===== src/rtl/n_tick_gen.sv =====
// Programmable down-counting strobe generator.
// Loaded with a period P, it decrements on en-qualified cycles and issues a
// registered one-cycle tick every P counts, either periodically or once.
//
// state    | meaning
// ---------+------------------------------------------------------------
// ST_IDLE  | stopped; count and busy hold, en ignored, tick low
// ST_RUN   | counting down on en; tick at terminal count (count==1)
module n_tick_gen #(
   parameter int N = 8
) (
   input  logic         clk,
   input  logic         reset,
   input  logic         en,
   input  logic         load,
   input  logic [N-1:0] load_val,
   input  logic         oneshot,
   output logic [N-1:0] count,
   output logic         tick,
   output logic         busy
);

   localparam logic [0:0] ST_IDLE = 1'b0;
   localparam logic [0:0] ST_RUN  = 1'b1;

   localparam logic [N-1:0] ONE  = {{(N-1){1'b0}}, 1'b1};
   localparam logic [N-1:0] ZERO = '0;

   logic [0:0]   r_state;
   logic [N-1:0] r_count;
   logic [N-1:0] r_period;
   logic         r_mode;
   logic         r_tick;

   logic         w_terminal;
   logic         w_load_nonzero;

   // Terminal count is the last qualified cycle of a period; zero is never
   // decremented, so the counter cannot wrap.
   assign w_terminal     = (r_count == ONE);
   assign w_load_nonzero = (load_val != ZERO);

   // Counter, period/mode capture and IDLE/RUN sequencing.
   // Priority: reset > load > en-decrement > hold.
   always_ff @(posedge clk) begin
      if (reset) begin
         r_state  <= ST_IDLE;
         r_count  <= ZERO;
         r_period <= ZERO;
         r_mode   <= 1'b0;
         r_tick   <= 1'b0;
      end else if (load) begin
         // A load on a terminal cycle simply restarts; the old tick is dropped.
         r_count  <= load_val;
         r_period <= load_val;
         r_mode   <= oneshot;
         r_tick   <= 1'b0;
         r_state  <= w_load_nonzero ? ST_RUN : ST_IDLE;
      end else if ((r_state == ST_RUN) && en) begin
         if (w_terminal) begin
            r_tick <= 1'b1;
            if (r_mode) begin
               r_count <= ZERO;
               r_state <= ST_IDLE;
            end else begin
               r_count <= r_period;
            end
         end else begin
            r_tick <= 1'b0;
            if (r_count != ZERO) begin
               r_count <= r_count - ONE;
            end
         end
      end else begin
         r_tick <= 1'b0;
      end
   end

   assign count = r_count;
   assign tick  = r_tick;
   assign busy  = (r_state == ST_RUN);

endmodule


===== config.mk =====
export PLATFORM = sky130hd
export DESIGN_NAME = n_tick_gen
export DESIGN_NICKNAME = d
export VERILOG_FILES = /design/src/rtl/n_tick_gen.sv
export SDC_FILE = /design/constraint.sdc
export NUM_CORES = 1
export LEC_CHECK = 0
export CAP_MARGIN = 30
export CORE_MARGIN = 3
export CORE_UTILIZATION = 49
export CTS_CLUSTER_SIZE = 24
export DETAILED_ROUTE_END_ITERATION = 6
export PLACE_DENSITY = 0.8
export SETUP_SLACK_MARGIN = 0.5
export SLEW_MARGIN = 20
export SYNTH_ARGS = -nofsm -noshare
export SYNTH_HDL_FRONTEND = slang
export SYNTH_SLANG_ARGS = --single-unit

===== constraint.sdc =====
create_clock -name clk -period 2 [get_ports clk]
set_input_delay 0.3 -clock clk [delete_from_list [all_inputs] [get_ports clk]]
set_output_delay 0.3 -clock clk [all_outputs]
set_load 0.05 [all_outputs]

* After elaboration in Yosys (flattened, before gate mapping)
Cells that the tools add are included.
** Cells by class
- $add $sub $neg :: 1
- Equal/unequal tests :: 1
- Multiplexer cells :: 11
- Bitwise gates (word level) :: 1
- Reduce and logical (&&, ||, !) cells :: 10
** Operator list (count)
- 2-to-1 mux 8 bit :: 5
- nonzero test 8 bit :: 2
- equality test 8 x 1 -> 1 bit, second input constant :: 1
- subtractor 8 x 1 -> 8 bit, second input constant :: 1
- 2-to-1 mux 1 bit :: 6
- nonzero test 2 bit :: 3
- AND reduction 3 bit :: 1
- nonzero test 3 bit :: 1
- OR reduction 3 bit :: 1
- AND reduction 2 bit :: 1
- logical AND 1 bit :: 1
- inverter 1 bit :: 1
** Word-level totals
- Bits in registers :: 19
- Input port bits :: 13
- Output and inout port bits :: 10
- Logic and storage cells :: 29

* Longest topological paths before layout
Gate-level depths: netlist of run 1.
- Depth after elaboration :: 5
- Gate-level depth with buffers :: 6
- Mapped depth without buffers :: 6

* Least setup slack after synthesis of run 1
No wires, ideal clock.
- Path kind :: reg2reg
- From :: register r_count[1], in the netlist count[1]
- To :: register r_count[5], in the netlist count[5]
- Setup time :: 0.091 ns
- Arrival :: 2.071 ns
- Data required time :: 1.909 ns
- Setup slack :: -0.162 ns
- Stages on the path, launching flop included :: 7
- Buffers on the path :: 0
- Period minus slack after synthesis :: 2.162 ns
- Cells stage by stage :: dfxtp_1 > inv_1 > ha_1 > nor4b_1 > a21oi_2 > or2_2 > a311oi_1
** Between the ends
- Cells in the longest elaborated chain, start to end :: 5
- Elaborated cells between the ends (all ways) :: 9
- Classes of those cells :: 1 x add/sub; 1 x eq/ne; 4 x mux; 3 x reduce/logical
** RTL lines
- from (decl) :: RTL line 30 : logic [N-1:0] r_count;
- from (signal assigned) :: RTL line 54 : r_count <= load_val;
- from (signal assigned) :: RTL line 66 : r_count <= r_period;
- from (signal assigned) :: RTL line 71 : r_count <= r_count - ONE;
- subtractor 8 x 1 -> 8 bit :: RTL line 71
- 2-to-1 mux 8 bit :: RTL line 70 : if (r_count != ZERO) begin
- 2-to-1 mux 8 bit :: RTL line 60 : if (w_terminal) begin
- 2-to-1 mux 8 bit :: RTL line 59 : end else if ((r_state == ST_RUN) && en) begin
- 2-to-1 mux 8 bit :: RTL line 52 : end else if (load) begin
Parallel ways exist; a longest one is shown, timed or not. The select of a mux whose other input is x is not followed.
A chain may end at the register's enable or synchronous reset.

* Worst setup path in the final report of run 1
- From :: register r_count[1], in the netlist count[1]
- To :: register r_count[0], in the netlist count[0]
** Between the ends
- Cells in the longest elaborated chain, start to end :: 4
- Elaborated cells between the ends (all ways) :: 7
- Classes of those cells :: 1 x eq/ne; 3 x mux; 3 x reduce/logical
** RTL lines
- equality test 8 x 1 -> 1 bit :: RTL line 40 : assign w_terminal = (r_count == ONE);
- 2-to-1 mux 8 bit :: RTL line 60
- 2-to-1 mux 8 bit :: RTL line 59
- 2-to-1 mux 8 bit :: RTL line 52
Parallel ways exist; a longest one is shown, timed or not. The select of a mux whose other input is x is not followed.

==> out/results.txt, run 1 <==
critical path fanouts, max: 6
WS Path Type: flop to flop
Syn Nets: 140
Synth top area share: 35.1%
number of global-route vias before repair: 1,018
endpoints failing setup: 0
DRT iter0 DRCs: 131
placed inst area: 0.00140 mm^2
boundary pin count: 23
Critical Path Sink Type: flop
Clock transition at path regs: 120 ps
Num CTS Buffers: 3
nets: 177
most common cell in the netlist: dfxtp_1
placed cells: 172
GP Congestion: 0.931
RSZ-0062 raised after global routing: yes
Sw Pwr: 0.426 mW
DRC: 2
Mapped Area: 0.00108 mm^2
Clk pwr share: 19.3%
Seq cells post-synth: 19
post-synthesis sequential area ratio: 35.1%
status: complete, but fails checks
final WL: 3.50 mm
Area Overhead vs Synth: 45.7%
global-route wire length before repair: 4.92 mm
clk sinks: 19
number of flops mapped to enable cells by yosys: 0
hold crit path type: flop to flop
setup TNS: 0 ps
final instance area: 0.00158 mm^2
worst slew pin tran: 486 ps
power share of the sequential group: 41.3%
Post-CTS Hold Buffers: 0
post-synth top area cell: dfxtp_1
PD cells: 696 mW/mm^2
setup ws final: 201 ps
DIE WIDTH: 53.1 um
die area: 0.00281 mm^2
Port Buffers: 22
H-tree depth: 1
CP Launch Point: count[1]
Mean Syn Cell Area: 8.75 um^2
worst min-delay path startpoint: r_period[3]
Pre-antenna DRT Iters: 7
CORE AREA: 0.00202 mm^2
ys flop type: dfxtp_1
worst-path cell chain: inv_4 -> ha_4 -> or4b_4 -> nor3_4 -> a222oi_1 -> a211oi_1
FILL cells: 142
FFs w/ async S/R, synth: 0%
Worst Skew: 6.74 ps
Initial Util: 53.7%
vias per cell: 6.42
layout cells sized above 1: 36.9%
Clk Latency, worst-skew pair: 320 ps
clock buffer depth: 2
CTS Root Cell: clkbuf_4
n_diodes: 0
Syn Inst Count: 124
Vert. Die Dim: 53.1 um
slowest cell delay on critical path: 510 ps
Vias: 1,201
sw frac: 38.7%
Worst R2R Start: count[1]
crit-path leading delay family: simple AND/OR/NAND/NOR gates
Highest Clock Rate: 556 MHz
WP data arrival: 2030 ps
Worst Path Buf+Inv: 1
required time of the critical path: 2230 ps
antenna violations before repair: 0
top cells by area, synth: dfxtp_1 35%, mux2i_1 5.5%, a21oi_1 4.6%
grt ovf: 0
Layout Cells excl Fill: 187
fin crit share: 90.0%
CP startpoint kind: flop
CP max stage cell: or4b_4
DPL Wire Length: 2.24 mm
failing checks: design-rule violations
Synth top cells by count: 19 x dfxtp_1, 13 x nor2_1, 11 x nand2_1
Internal Power: 0.674 mW
# rows: 16
P_leak: 0.614 nW
post-place setup slack: 189 ps
YS warnings: 0
post-synth cell types: 37
Total Routing Usage GR: 24.2%
worst vdd ir: 0.000565 V
Final Hold Vio Count: 0
Slew headroom: 67.7%
total power draw: 1.10 mW
remaining antenna violation count: 0
routed length per instance: 18.7 um
Slew Viols, Final: 0
largest net degree at the start of global routing: 26
min Tclk post-route: 1800 ps
Max-cap violations: 0
CTS tree: built
Combinational Power Share: 39.4%
## routing by layer
metal / global-route usage (%) / up-vias / share of wire (%)
met5: 0 / - / 0
met4: 8.51 / 0 / 2.2
met3: 5.07 / 17 / 9.7
met2: 38.2 / 92 / 46
met1: 32.4 / 544 / 42
li1: - / 548 / -
## worst min-delay path: cells and delay by family (launching register included)
family / cells / cell delay [ps]
flops: 1 / 330
compound gates: 1 / 60
simple gates: 1 / 60
## power groups by stage
stage / combinational (mW) / clock [mW] / sequential, mW
detailed placement: 0.340 / 0 / 0.458
floorplan: 0.180 / 0 / 0.501
global placement: 0.338 / 0 / 0.457
finish: 0.433 / 0.212 / 0.453
global route: 0.455 / 0.221 / 0.457
CTS: 0.365 / 0.206 / 0.449
## through the flow
| stage | utilization [%] | hold slack [ps] |
|---|---|---|
| 3_5_place_dp | 69.4 | 463 |
| 3_3_place_gp | 69.4 | 460 |
| 6_report | 78.2 | 478 |
| 4_1_cts | 74.1 | 481 |
| 2_1_floorplan | - | 443 |
| 5_1_grt | 78.2 | 509 |
## registers in the layout, indices dropped and copies added, names as in the netlist
register	cells
r_period	8
r_mode	1
tick	1
count	8
busy	1
## path summary, 6_finish.rpt
path	end	slack, ps	depth (start not counted)
setup / recovery	count[0]	200	6
hold / removal	r_period[3]	480	2
hold reg to reg	r_period[3]	480	2
setup reg to reg	count[0]	200	6
## final cells by class
cell class / instances / area (um^2) / area share (%)
Sequential cell: 19 / 397 / 25.1
Tap cell: 27 / 33.8 / 2.14
Clock inverter: 1 / 5.00 / 0.317
Clock buffer: 3 / 22.5 / 1.43
Timing Repair Buffer: 37 / 324 / 20.5
Inverter: 4 / 17.5 / 1.11
Multi-Input combinational cell: 96 / 781 / 49.4
## cells by family after synthesis
| group | share of synthesized area [%] |
|---|---|
| and+or+nand+nor | 30.2 |
| AOI/OAI and AO/OA | 20.3 |
| DFF | 35.1 |
| buffers and inverters | 5.42 |
| muxes | 5.54 |
| adders and majority gates | 3.46 |
## what timing repair did
action                                  CTS  global route
pin swaps                                 6             4
endpoints found under the setup margin   20            15
setup buffers                             4             6
gates resized for setup                  31            20
gates cloned                              0             1
endpoints found under the hold margin     0             0
## cell usage in the layout (no fill, tap or decap), types with 3 or more instances in the layout
master / netlist / layout
a21oi_1: 10 / 10
a222oi_1: 5 / 5
buf_2: 2 / 3
buf_4: 1 / 14
clkbuf_4: 0 / 3
clkdlybuf4s15_2: 0 / 4
clkdlybuf4s50_1: 0 / 12
dfxtp_1: 19 / 12
dfxtp_2: 0 / 4
dfxtp_4: 0 / 3
inv_1: 4 / 3
mux2i_1: 6 / 6
nand2_1: 11 / 11
nand2b_1: 5 / 5
nor2_1: 13 / 12
nor3_1: 6 / 3
nor3_2: 0 / 3
nor4_1: 5 / 5
o22ai_1: 4 / 4
No activity file was read; power rests on OpenSTA's default activity.
==> inputs of run 2 (changes only) <==
--- a/config.mk
+++ b/config.mk
@@ -8,11 +8,11 @@
 export CAP_MARGIN = 30
 export CORE_MARGIN = 3
 export CORE_UTILIZATION = 49
+export CTS_BUF_LIST = sky130_fd_sc_hd__clkbuf_4 sky130_fd_sc_hd__clkbuf_8 sky130_fd_sc_hd__clkbuf_16
 export CTS_CLUSTER_SIZE = 24
 export DETAILED_ROUTE_END_ITERATION = 6
 export PLACE_DENSITY = 0.8
 export SETUP_SLACK_MARGIN = 0.5
-export SLEW_MARGIN = 20
 export SYNTH_ARGS = -nofsm -noshare
 export SYNTH_HDL_FRONTEND = slang
 export SYNTH_SLANG_ARGS = --single-unit
==> results of run 2 <==
Same layout as run 1: the final DEF is identical, and so are final timing and power.
